[config.mk]
export PLATFORM = sky130hd
export DESIGN_NAME = diag_input_sequencer
export DESIGN_NICKNAME = d
export VERILOG_FILES = /design/src/rtl/diag_input_sequencer.sv
export SDC_FILE = /design/constraint.sdc
export NUM_CORES = 1
export LEC_CHECK = 0
export ABC_AREA = 1
export BUFFER_PORTS_ARGS = -buffer_cell sky130_fd_sc_hd__buf_2
export CAP_MARGIN = 5
export CORE_AREA = 2 2 102 104
export CTS_CLUSTER_DIAMETER = 40
export CTS_CLUSTER_SIZE = 20
export DETAILED_ROUTE_END_ITERATION = 6
export DIE_AREA = 0 0 104 106
export HOLD_SLACK_MARGIN = 0.1
export PLACE_DENSITY = 0.84
export SLEW_MARGIN = 20
export SYNTH_ARGS = -nofsm -noshare
export SYNTH_HDL_FRONTEND = slang
export SYNTH_SLANG_ARGS = --single-unit
[constraint.sdc]
create_clock -name clk -period 1.71 [get_ports clk]
set_clock_uncertainty 0.2 [all_clocks]
set_input_delay 0.0855 -clock clk [delete_from_list [all_inputs] [get_ports clk]]
set_output_delay 0.0855 -clock clk [all_outputs]
set_load 0.02 [all_outputs]
[src/rtl/diag_input_sequencer.sv]
// diag_input_sequencer: byte-stream front end for the binary-diagnostic solver.
// Assembles ASCII '0'/'1' lines into DIGITS-bit words, feeds them to the
// solver one per EMIT cycle, then captures the solver's solution at end of input.
module diag_input_sequencer #(
    parameter int DIGITS = 12
) (
    input  logic              clk,
    input  logic              reset,
    input  logic              start,
    input  logic [7:0]        in_data,
    input  logic              in_valid,
    input  logic              in_last,
    output logic              in_ready,
    output logic              solver_reset,
    output logic              solver_enable,
    output logic [DIGITS-1:0] solver_value,
    input  logic [31:0]       solver_solution,
    output logic [31:0]       result,
    output logic [31:0]       lines,
    output logic              done,
    output logic              error
);

    localparam int            CW   = $clog2(DIGITS + 1);
    localparam logic [CW-1:0] FULL = CW'(DIGITS);

    localparam logic [7:0] CH_0  = 8'h30;
    localparam logic [7:0] CH_1  = 8'h31;
    localparam logic [7:0] CH_LF = 8'h0A;
    localparam logic [7:0] CH_CR = 8'h0D;

    typedef enum logic [2:0] {
        S_CLEAR,
        S_COLLECT,
        S_EMIT,
        S_WAIT,
        S_DONE,
        S_ERROR
    } state_t;

    state_t            state_q, state_d;
    logic [DIGITS-1:0] shift_q, shift_d;
    logic [CW-1:0]     count_q, count_d;
    logic              last_q, last_d;
    logic [31:0]       lines_q, lines_d;
    logic [31:0]       result_q, result_d;

    // Per-byte decode scratch, only meaningful in COLLECT.
    logic              is_digit;
    logic              is_lf;
    logic              is_cr;
    logic              bad;
    logic              line_done;
    logic [CW-1:0]     cnt_n;
    logic [DIGITS-1:0] shf_n;

    // State and datapath registers; reset lands in CLEAR with everything zeroed.
    always_ff @(posedge clk or negedge reset) begin
        if (!reset) begin
            state_q  <= S_CLEAR;
            shift_q  <= '0;
            count_q  <= '0;
            last_q   <= 1'b0;
            lines_q  <= '0;
            result_q <= '0;
        end else begin
            state_q  <= state_d;
            shift_q  <= shift_d;
            count_q  <= count_d;
            last_q   <= last_d;
            lines_q  <= lines_d;
            result_q <= result_d;
        end
    end

    // Next-state logic: byte parsing in COLLECT, line emission, result capture.
    always_comb begin
        state_d   = state_q;
        shift_d   = shift_q;
        count_d   = count_q;
        last_d    = last_q;
        lines_d   = lines_q;
        result_d  = result_q;
        is_digit  = (in_data == CH_0) || (in_data == CH_1);
        is_lf     = (in_data == CH_LF);
        is_cr     = (in_data == CH_CR);
        bad       = 1'b0;
        line_done = 1'b0;
        cnt_n     = count_q;
        shf_n     = shift_q;

        if (start) begin
            // Clearing on entry keeps lines/result at zero for the whole CLEAR cycle.
            state_d  = S_CLEAR;
            shift_d  = '0;
            count_d  = '0;
            last_d   = 1'b0;
            lines_d  = '0;
            result_d = '0;
        end else begin
            unique case (state_q)
                S_CLEAR: begin
                    state_d = S_COLLECT;
                end

                S_COLLECT: begin
                    if (in_valid) begin
                        if (is_digit) begin
                            if (count_q == FULL) begin
                                bad = 1'b1;
                            end else begin
                                shf_n = {shift_q[DIGITS-2:0], in_data[0]};
                                cnt_n = count_q + CW'(1);
                            end
                        end else if (is_lf) begin
                            if (count_q == FULL) begin
                                line_done = 1'b1;
                            end else if (count_q != '0) begin
                                bad = 1'b1;
                            end
                        end else if (!is_cr) begin
                            bad = 1'b1;
                        end

                        shift_d = shf_n;
                        count_d = cnt_n;

                        // Malformed input wins over end-of-input handling.
                        if (bad) begin
                            state_d = S_ERROR;
                        end else if (in_last) begin
                            if (cnt_n == FULL) begin
                                state_d = S_EMIT;
                                last_d  = 1'b1;
                            end else if (cnt_n == '0) begin
                                state_d = S_WAIT;
                            end else begin
                                state_d = S_ERROR;
                            end
                        end else if (line_done) begin
                            state_d = S_EMIT;
                        end
                    end
                end

                S_EMIT: begin
                    lines_d = (lines_q == '1) ? lines_q : lines_q + 32'd1;
                    count_d = '0;
                    state_d = last_q ? S_WAIT : S_COLLECT;
                end

                S_WAIT: begin
                    // Solver has absorbed the last line by now; sample its answer.
                    result_d = solver_solution;
                    state_d  = S_DONE;
                end

                S_DONE: begin
                    state_d = S_DONE;
                end

                S_ERROR: begin
                    state_d = S_ERROR;
                end

                default: begin
                    state_d = S_CLEAR;
                end
            endcase
        end
    end

    // Outputs are pure state decodes so in_ready never depends on in_valid.
    always_comb begin
        in_ready      = (state_q == S_COLLECT);
        solver_reset  = (state_q == S_CLEAR);
        solver_enable = (state_q == S_EMIT);
        solver_value  = (state_q == S_EMIT) ? shift_q : '0;
        result        = result_q;
        lines         = lines_q;
        done          = (state_q == S_DONE);
        error         = (state_q == S_ERROR);
    end

endmodule

* Yosys cells after proc, flatten, opt, wreduce, memory -nomap -nowiden *
Cells that the tools add are included.

word-level totals
  register bits = 84
  input port bits = 45
  output and inout port bits = 81
  word-level logic and storage cells = 91

cells by class
  $add $sub $neg = 2
  equality and inequality tests = 17
  muxes and demuxes = 48
  reduce and logical (&&, ||, !) cells = 18

operator list
  kind                                                                     number
  32-bit two-way mux                                                       5
  12-bit two-way mux                                                       6
  32-bit by 1-bit adder with 32-bit output, second input constant          1
  32-bit == test, second input constant                                    1
  4-bit two-way mux                                                        7
  3-bit two-way mux                                                        7
  1-bit two-way mux                                                        20
  8-bit by 4-bit == test with 1-bit output, second input constant          2
  8-bit by 6-bit == test with 1-bit output, second input constant          2
  3-bit case mux with 5 select lines                                       1
  2-bit nonzero test                                                       7
  4-bit == test, second input constant                                     2
  4-bit case mux with 2 select lines                                       1
  3-bit by 2-bit == test with 1-bit output, second input constant          2
  3-bit == test, second input constant                                     2
  2-bit inequality test, second input constant                             3
  2-bit AND reduction                                                      3
  5-bit by 3-bit inequality test with 1-bit output, second input constant  1
  5-bit AND reduction                                                      1
  4-bit by 1-bit adder with 4-bit output, second input constant            1
  4-bit zero test                                                          1
  4-bit AND reduction                                                      1
  4-bit nonzero test                                                       1
  3-bit by 1-bit == test with 1-bit output, second input constant          1
  other kinds (6)                                                          6

* Depth between registers and ports, before layout *
Gate-level depths: netlist of the first run.

  depth after elaboration = 14
  mapped depth = 15
  depth with buffers taken out = 15

* Least setup slack after synthesis of the first run *
No wires, ideal clock.

  kind = register -> register
  from = reg lines_q[1], in the netlist lines[1]
  to = reg lines_q[10], in the netlist lines[10]
  library setup time = 0.135 ns
  arrival = 1.720 ns
  required time = 1.375 ns
  slack = -0.344 ns
  cell stages (with the launch flop) = 11
  path buffers = 2
  clock period less this slack = 2.054 ns
  path through = dfrtp_1 ha_1 nand3_1 inv_2 nand3_2 nor2_2 nand3_1 nand2_2 buf_8 buf_6 o31ai_1

between the ends
  longest elaborated chain between the ends = 4
  elaborated cells on any way between the ends = 7
  those cells by class = 1 x add/sub; 2 x eq/ne; 3 x mux; 1 x reduce/logical

RTL lines
  item                                      RTL line  source
  start, declared                           45        logic [31:0] lines_q, lines_d;
  start signal, assigned                    71        lines_q <= lines_d;
  32-bit by 1-bit adder with 32-bit output  147       lines_d = (lines_q == '1) ? lines_q : lines_q + 32'd1;
  32-bit two-way mux                        147
  32-bit two-way mux                        101       unique case (state_q)
  32-bit two-way mux                        92        if (start) begin

Parallel ways exist; a longest one is shown, timed or not. The select of a mux whose other input is x is not followed.
A chain may end at the register's enable or synchronous reset.

* Worst setup path after layout of the first run *
  from = reg lines_q[11], in the netlist lines[11]
  to = reg lines_q[9], in the netlist lines[9]

between the ends
  longest elaborated chain between the ends = 3

RTL lines
  item                                    RTL line
  32-bit == test                          147
  2-bit inequality test (no source line)  --
  2-bit AND reduction (no source line)    --

Every way passes these cells.

==> impl_results.md, run 1 <==
- Outcome: finished, violations left
- Violated checks: setup timing
- Mean Syn Cell Area: 7.61 sq um
- Most frequent cell after synthesis: nand2_1
- Filler instances: approximately 540
- First-pass GRT wire length: 30000 microns
- Type of the worst setup path: reg -> reg
- Die Height: 106 microns
- Endpoints failing hold: 0
- Gr usage total: 0.345
- Placed cells: 971
- Crit-path max FO: 7
- Clk root buf: clkbuf_8
- GRT met1 Usage: 0.394
- Synth cell count leaders: nand2_1, dfrtp_1, inv_1
- Setup ws final: -0.493 ns
- Final Core Density: 0.822
- Met3 usage in global routing: 0.0766
- Post-Synth Adder-Cell Area: 0.00798
- Top cells by area, synth: dfrtp_1, nand3_1, nand2_1, inv_1, o21ai_0
- Final setup fails: between 60 and 70
- Total gr overflow: 0
- Setup TNS Final: -19.95 ns
- Met2 Use GR: 0.600
- Routed WL: between 20000 and 25000 microns
- Routed WL per cell: 19.8 microns
- Area share of the largest cell type after synthesis: 0.447
- Max Slew Vio Count: 0
- Seq. cell area: around 2100 sq um
- Synthesis-stage register bit count: 84
- Worst slack at placement: -0.179 ns
- Post-synthesis compound-gate area fraction: 0.114
- Routed Antenna Nets: 0
- Share of flip-flops with an asynchronous set or reset: 1.00
- Vias in the first global route: between 6000 and 7000
- # port buffers: 125
- Fin cells: 1064
- Initial core utilization: 0.470
- Share of layout cells above drive strength 1: 0.520
- Die X-Extent: roughly 100 microns
- Via count: 6162
- Max_cap viols: 0
- Power Dens Cells: around 550 nW/um^2
- R2r endpoint: lines[9]
- R2R Setup Slk: -0.49 ns
- Core box area: 10000 sq um
- Min-delay worst type: in -> async
- Gr busiest metal: met2
- Latest clock arrival within the worst-skew pair: roughly 0.38 ns
- Htree depth: 3
- Post-layout nets: approximately 970
- Unrepaired setup endpoints after global routing: yes
- Number of synthesized flops with an enable pin: 0
- Initial antenna violation count: 0
- Number of clock sinks: between 80 and 90
- Worst VDD drop: 0.000408 V
- Largest net degree at the start of global routing: 85
- Max-slew headroom: 0.339
- 1st-pass router iterations: 6
- Startpoint Class: register
- Netlist cell types: 36
- Leakage: 4.01 nW
- Largest family of logic cells by synthesized area: simple AND/OR/NAND/NOR gates
- Worst Tran Pin Value: 0.989 ns
- Ports: approximately 130
- Clk buf depth: 2
- CTS tree: done
- Synth Area in Simple Gates: 0.308
- Dpl hpwl: around 10000 microns
- Mapped Area: 4700 sq um
- # DRC: 0
- XOR/XNOR Fraction of Synth Area: 0.0205
- DR vias/cell: between 5 and 6
- Mapped Cells: 618
- Seq/Total Area, Yosys: 0.447
- Max Fclk: 454 MHz
- Area grow syn2layout: 74.9%
- Worst-path clk slew: 0.10 ns
- Crit path arrival time: 2.30 ns
- Mux share of post-synthesis cell area: 0
- Predominant post-synthesis flop cell: dfrtp_1
- Synth area leader: dfrtp_1
- Site Rows: 37
- Final Cycle Share: 1.29
- Diode count: 0
- DR iter-0 viols: approximately 590
- Min Clock Period, post-route: 2.20 ns
- Final GP Congestion: 0.984
- Yosys Warn Count: 0
- Total power: 4.50 mW
- Multi-input logic area: a little under 3000 sq um
- Area of the die: 11000 sq um
- Critical path data required time: 1.81 ns
- Num CTS Buffers: 9
- Synthesized Nets: between 600 and 700
- Worst Setup End Kind: register
- R2R Path Start: lines[11]
- R2R cell count: 11
[worst max path at each step]
stage / startpoint / end / cells after the start
2_1_floorplan: lines[1] / lines[10] / 10
3_3_place_gp: lines[0] / lines[7] / 11
3_5_place_dp: lines[13] / lines[31] / 9
4_1_cts: state_q[0] / solver_value[8] / 7
5_1_grt: lines[11] / lines[7] / 10
6_report: lines[11] / lines[9] / 11
[worst max-delay path: stages, from the launching register on]
cell      delay [ns]
dfrtp_1         0.45
nand2_2         0.12
nor3_4          0.20
nand3_4         0.13
nor2_4          0.22
nand3_4         0.17
nand2_8         0.16
buf_8           0.14
clkinv_8        0.07
nand3_2         0.06
nand2_2         0.05
a21oi_2         0.14
[metrics by stage]
stage / cell area (sq um) / hold WS (ns)
2_1_floorplan: 4870 / -0.410
3_3_place_gp: 6420 / -0.0457
3_5_place_dp: 6420 / -0.0405
4_1_cts: 7800 / 0.108
5_1_grt: 8220 / 0.154
6_report: 8220 / 0.0820
[power breakdown]
group	total (mW)	internal [mW]	switching [mW]
clock network	1.58	0.811	0.767
registers	2.05	2.02	0.0338
logic	0.871	0.392	0.479
[routing by layer]
| layer | up-vias | share of wire |
|---|---|---|
| met2 | 469 | 0.49 |
| met5 | - | 0 |
| li1 | 2639 | - |
| met3 | 154 | 0.085 |
| met4 | 0 | 0.074 |
| met1 | 2900 | 0.35 |
[sequential cells by signal, summed over array words and instances, names as in the netlist]
| register | flops |
|---|---|
| lines | 32 |
| result | 32 |
| shift_q | 12 |
| count_q | 4 |
| state_q | 3 |
| last_q | 1 |
[kinds of logic (layout without fill, tap and decap cells)]
logic type / count (synthesis) / count (layout)
AO/OA/AOI/OAI: 96 / 96
adder cells (fa/ha/maj): 3 / 3
XOR/XNOR: 11 / 11
buffers and inverters: 114 / 424
AND/OR/NAND/NOR: 310 / 310
flip-flops: 84 / 84
[layout by cell type, fill, tap and decap left out, types with 6 or more instances in the layout]
master	netlist	routed
o21ai_0	55	37
a21oi_1	12	7
dfrtp_1	84	73
clkbuf_8	0	9
o21ai_2	7	16
nand3_1	79	51
buf_4	2	133
inv_2	8	13
dfrtp_2	0	11
nand2_1	102	73
o21ai_1	9	17
dlygate4sd3_1	0	36
nand3_4	0	7
nor2_2	6	16
buf_12	1	6
nand2_2	8	22
nand2_4	0	14
buf_2	2	107
inv_1	82	73
buf_8	1	6
nor3_2	1	8
buf_6	2	27
nor2_4	1	18
nand4_1	17	17
nand3_2	2	23
nor2_1	65	38
nand3b_1	6	6
[what timing repair did]
action | in CTS | in global routing
endpoints found under the setup margin | 60 | 88
hold endpoints to repair | 131 | 0
hold buffers | 36 | 0
pin swaps | 30 | 32
gates cloned | 6 | 0
gates resized for setup | 148 | 95
buffers inserted | 25 | 21
[area by class of cell]
type                    count  share of cell area
inverters                  91              0.0444
clock inverters             5             0.00943
multi-input cells         420               0.354
clock buffers              10              0.0155
repair buffers            316               0.296
repair inverters            2             0.00228
well taps                 136              0.0207
flip-flops and latches     84               0.257
No activity file was read; power rests on OpenSTA's default activity.
==> run 2: changes to the inputs <==
ABC_AREA = not set   (was 1)
CORE_AREA = 2 2 98 100   (was 2 2 102 104)
DIE_AREA = 0 0 100 102   (was 0 0 104 106)
PLACE_DENSITY = 0.83   (was 0.84)
==> impl_results.md, run 2 <==
- Min-delay worst type: in -> reg
- Area grow syn2layout: 78.6%
- Clock power share: 0.344
- Sequential cell fraction of total power: 0.501
- Via count: 4620
- Site Rows: 35
- Filler instances: 514
- Synth cell count leaders: dfrtp_1, nor2_1, a22o_1, nand2_1, xnor2_1
- Endpoints failing hold: 0
- Die X-Extent: 100 microns
- Crit path arrival time: 2.39 ns
- Initial core utilization: 0.458
- Routed Antenna Nets: 0
- Mapped Cells: between 400 and 500
- Routed WL: 15900 microns
- Seq/Total Area, Yosys: 0.503
- Final Core Density: 0.819
- DR vias/cell: ~5.7
- Gate power share: 0.154
- Synth area leader: dfrtp_1
- Final setup fails: 101
- Ports: 126
- Die Height: 102 microns
- Clk root buf: clkbuf_8
- Total gr overflow: 0
- Max_cap viols: 0
- Worst Tran Pin Value: 0.582 ns
- Mean Syn Cell Area: 10.3 sq um
- Area share of the largest cell type after synthesis: 0.503
- R2R cell count: 9
- Yosys Warn Count: 0
- Core box area: 9110 sq um
- DR iter-0 viols: 248
- R2r endpoint: state_q[1]
- Worst Setup End Kind: register
- First-pass GRT wire length: 21100 microns
- Fin cells: 811
- Predominant post-synthesis flop cell: dfrtp_1
- Final GP Congestion: 0.884
- Setup TNS Final: -28.94 ns
- Placed cells: 709
- Power Dens Cells: 538 nW/um^2
- Worst-path clk slew: approximately 0.10 ns
- Outcome: finished, violations left
- Post-layout nets: 743
- Psw: 1.11 mW
- Final Cycle Share: 1.36
- Number of synthesized flops with an enable pin: 0
- Latest clock arrival within the worst-skew pair: 0.35 ns
- Violated checks: setup timing
- Hold Startpoint: in_data[3]
- Total power: 4.01 mW
- R2R Setup Slk: -0.61 ns
- Number of clock sinks: 84
- Clk buf depth: 2
- Worst hold path stage count: 6
- Vias in the first global route: 4342
- Commonest non-fill, non-tap cell in the layout: buf_2
- # port buffers: 125
- Num CTS Buffers: 9
- Max Fclk: about 430 MHz
- Largest net degree at the start of global routing: 34
- R2R Path Start: count_q[1]
- Worst VDD drop: just over 0.0004 V
- Net Sw Frac: 0.277
- Min-Delay Endpoint: count_q[3]
- Routed WL per cell: 19.6 microns
- Max-slew headroom: 0.611
- Gr usage total: 0.260
- Max Slew Vio Count: 0
- Synthesized Nets: 455
- Share of flip-flops with an asynchronous set or reset: 1.00
- Dpl hpwl: 8240 microns
- Critical path data required time: 1.78 ns
- Share of layout cells above drive strength 1: 0.570
- Initial antenna violation count: 0
- 1st-pass router iterations: 5
- CTS tree: done
- Startpoint Class: register
- Leakage: 3.52 nW
- Netlist cell types: 54
- Top cells by area, synth: dfrtp_1, a22o_1, xnor2_1, nor2_1, nand2_1
- Most frequent cell after synthesis: dfrtp_1
- Crit-path max FO: 3
- Mapped Area: 4180 sq um
- Type of the worst setup path: reg -> reg
- # DRC: 0
- Min Clock Period, post-route: 2.32 ns
- Seq. cell area: about 2100 sq um
- Multi-input logic area: between 2000 and 3000 sq um
- Synthesis-stage register bit count: 84
- Diode count: 0
- Worst slack at placement: -0.509 ns
- Unrepaired setup endpoints after global routing: yes
- Setup ws final: -0.609 ns
- Area of the die: 10200 sq um
- Htree depth: 3
- Most frequent cells in the layout: buf_2, buf_4, dfrtp_1
- Pint: 2.90 mW
-- run 2: cell type report --
class,instances,share of cell area
multi-input combinational,293,0.340
timing repair buffer,300,0.328
sequential,84,0.285
tap,111,0.0186
clock buffer,10,0.0185
clock inverter,6,0.00637
inverter,7,0.00386
-- run 2: worst max-delay path by stage --
stage / from / end
6_report: count_q[1] / state_q[1]
5_1_grt: count_q[1] / state_q[1]
4_1_cts: count_q[0] / state_q[1]
3_5_place_dp: count_q[1] / state_q[1]
3_3_place_gp: count_q[1] / state_q[1]
2_1_floorplan: lines[0] / lines[24]
-- run 2: worst max-delay path, cell delays in order (launching register included) --
cell and delay (ns):
dfrtp_1 0.39, inv_2 0.08, ha_4 0.17, buf_4 0.14
nand3_4 0.11, nand2_2 0.08, mux2i_4 0.25, xnor2_2 0.14
or3_1 0.41, a221oi_2 0.26
-- run 2: metal layers --
layer | share of wire | GRT usage | up-vias
met1 | 0.38 | 0.316 | 2281
met3 | 0.066 | 0.0534 | 45
met4 | 0.025 | 0.0822 | 0
met2 | 0.53 | 0.465 | 249
met5 | 0 | 0 | -
li1 | - | - | 2045
-- run 2: per-stage QoR --
| stage | hold WS, ns | instance area, sq um |
|---|---|---|
| 2_1_floorplan | -0.410 | 4370 |
| 3_3_place_gp | -0.175 | 5740 |
| 3_5_place_dp | -0.165 | 5740 |
| 4_1_cts | 0.135 | 6710 |
| 5_1_grt | 0.118 | 7460 |
| 6_report | 0.120 | 7460 |
-- run 2: cell families after synthesis --
family | after synthesis | synth area share
AO/OA/AOI/OAI | 82 | 0.143
XOR/XNOR | 29 | 0.0608
adder cells (fa/ha/maj) | 3 | 0.00899
buffers and inverters | 31 | 0.0309
flip-flops | 84 | 0.503
multiplexers | 1 | 0.00539
AND/OR/NAND/NOR | 177 | 0.248
-- run 2: repair_timing --
item,CTS,global route
setup endpoints to repair,65,101
gates cloned,2,8
hold endpoints to repair,135,0
setup buffers,18,20
resized for setup,49,112
pin swaps,34,59
hold buffers,39,0
-- run 2: power by group through the flow --
| stage | clock network, mW | logic, mW | registers [mW] |
|---|---|---|---|
| floorplan | 0 | 0.151 | 2.05 |
| global placement | 0 | 0.352 | 2.05 |
| detailed placement | 0 | 0.361 | 2.05 |
| CTS | 1.36 | 0.501 | 2.01 |
| global route | 1.47 | 0.652 | 2.01 |
| finish | 1.38 | 0.620 | 2.01 |
==> run 3: changes to the inputs <==
CAP_MARGIN = 0   (was 5)
GPL_TIMING_DRIVEN = 0   (was not set)
==> impl_results.md, run 3 (same netlist as run 2, synthesis figures left out) <==
- CTS tree: done
- Diode count: 0
- Crit-path cells: and4_4, nand3_4, or4_4, or3_4, a21oi_2
- Most frequent cells in the layout: buf_2, buf_4, dfrtp_1
- Setup ws final: -0.538 ns
- Worst hold path stage count: 5
- Final GP Congestion: 0.857
- Startpoint Class: register
- Sequential cell fraction of total power: 0.510
- Die X-Extent: 100 microns
- Filler instances: 565
- Number of clock sinks: between 80 and 90
- R2R cell count: 5
- Worst VDD drop: 0.000402 V
- Final setup fails: 68
- Worst Tran Pin Value: about 0.67 ns
- Min-delay worst type: in -> reg
- Max_cap viols: 0
- Via count: ~4300
- Min Clock Period, post-route: approximately 2.2 ns
- Setup TNS Final: -22.01 ns
- Critical path data required time: 1.78 ns
- Largest net degree at the start of global routing: 49
- Final Cycle Share: 1.31
- Gate power share: 0.128
- DR vias/cell: roughly 5.6
- Max Fclk: 445 MHz
- Max-slew headroom: 0.555
- Dpl hpwl: 7530 microns
- Ports: between 100 and 150
- Total power: 3.94 mW
- Initial antenna violation count: 0
- Die Height: 102 microns
- Commonest non-fill, non-tap cell in the layout: buf_2
- Pint: 2.92 mW
- Max Slew Vio Count: 0
- Crit. path cell count: 5
- Routed Antenna Nets: 0
- Share of layout cells above drive strength 1: 0.536
- Routed WL: 14200 microns
- Clk root buf: clkbuf_8
- DR iter-0 viols: about 250
- Clk buf depth: 2
- Area grow syn2layout: 68.7%
- Crit-path max FO: 5
- Hold WS: 0.126 ns
- Unrepaired setup endpoints after global routing: yes
- Fin cells: 777
- Area of the die: 10200 sq um
- Placed cells: about 640
- Site Rows: 35
- Psw: 1.02 mW
- Violated checks: setup timing
- Endpoints failing hold: 0
- Num CTS Buffers: 9
- Net Sw Frac: 0.259
- Htree depth: 3
- Worst-path clk slew: 0.10 ns
- Seq. cell area: 2130 sq um
- Worst slack at placement: -0.819 ns
- Gr usage total: 0.259
- Type of the worst setup path: reg -> reg
- Crit path arrival time: 2.32 ns
- # port buffers: 125
- Leakage: 3.27 nW
- Core box area: about 9100 sq um
- First-pass GRT wire length: about 21000 microns
- Power Dens Cells: 560 nW/um^2
- Vias in the first global route: 4140
- Crit-path leading delay family: simple AND/OR/NAND/NOR gates
- Latest clock arrival within the worst-skew pair: 0.35 ns
- 1st-pass router iterations: 5
- Clock power share: 0.362
- Initial core utilization: 0.458
- Post-layout nets: 709
- Largest stage delay, worst path: 0.59 ns
- Worst Setup End Kind: register
- Routed WL per cell: 18.2 microns
- Outcome: finished, violations left
- Crit-path slowest cell: or4_4
- Multi-input logic area: 2520 sq um
- Total gr overflow: 0
- CP bufs+invs: 0
- # DRC: 0
==> run 3: changes by cell type in the layout (fill, tap and decap cells not counted), sizes merged <==
cell / before / now
clkdlybuf4s15: 0 / 1
buf: 255 / 223
bufinv: 0 / 1
a31oi: 8 / 7
inv: 9 / 7
dlygate4sd3: 39 / 37
clkinv: 3 / 2
clkinvlp: 1 / 3
==> run 3: repair_timing <==
| item | 4_1_cts | 5_1_grt |
|---|---|---|
| endpoints found under the hold margin | 124 | 0 |
| resized for setup | 73 | 120 |
| setup endpoints to repair | 95 | 147 |
| hold buffers | 37 | 0 |
| setup buffers | 57 | 23 |
| pin swaps | 32 | 26 |
| gates cloned | 5 | 1 |
==> run 3: layout make-up <==
| class | count | area share |
|---|---|---|
| multi-input cells | 292 | 0.358 |
| flip-flops and latches | 84 | 0.302 |
| repair buffers | 245 | 0.262 |
| plain buffers | 22 | 0.0268 |
| well taps | 111 | 0.0197 |
| clock buffers | 10 | 0.0181 |
| clock inverters | 6 | 0.00906 |
| inverters | 7 | 0.00426 |
==> run 3: path summary, 6_finish.rpt <==
| path | from | endpoint | slack (ns) |
|---|---|---|---|
| min in group asynchronous | reset | result[6] | 0.54 |
| min | in_data[3] | state_q[1] | 0.13 |
| max | lines[14] | lines[24] | -0.54 |
| max reg2reg | lines[14] | lines[24] | -0.54 |
| min reg2reg | result[7] | result[7] | 0.31 |
| max in group asynchronous | reset | count_q[0] | 0.19 |
==> run 3: power by group through the flow <==
stage | sequential (mW) | clock, mW | combinational [mW]
after global routing | 2.01 | 1.52 | 0.539
after CTS | 2.01 | 1.43 | 0.422
after global placement | 2.05 | 0 | 0.293
final | 2.01 | 1.43 | 0.503
after detailed placement | 2.05 | 0 | 0.310
after floorplan | 2.05 | 0 | 0.151
==> run 3: metrics by stage <==
step | instance area, sq um | utilization
6_report | 7040 | 0.773
4_1_cts | 6520 | 0.716
3_3_place_gp | 5130 | 0.564
5_1_grt | 7040 | 0.773
2_1_floorplan | 4370 | -
3_5_place_dp | 5160 | 0.567
==> run 3: layer usage <==
metal	routed length (microns)	global-route usage	share of wire	vias to the layer above
li1	-	-	-	1964
met1	5710	0.325	0.40	2139
met2	7290	0.456	0.51	191
met3	874	0.0492	0.062	26
met4	294	0.0822	0.021	0
met5	0	0	0	-
==> run 3: tightest hold or removal path, stage by stage <==
cell	delay [ns]
buf_2	0.13
a31oi_1	0.21
nand2_1	0.08
nand2_1	0.08
a221oi_2	0.05
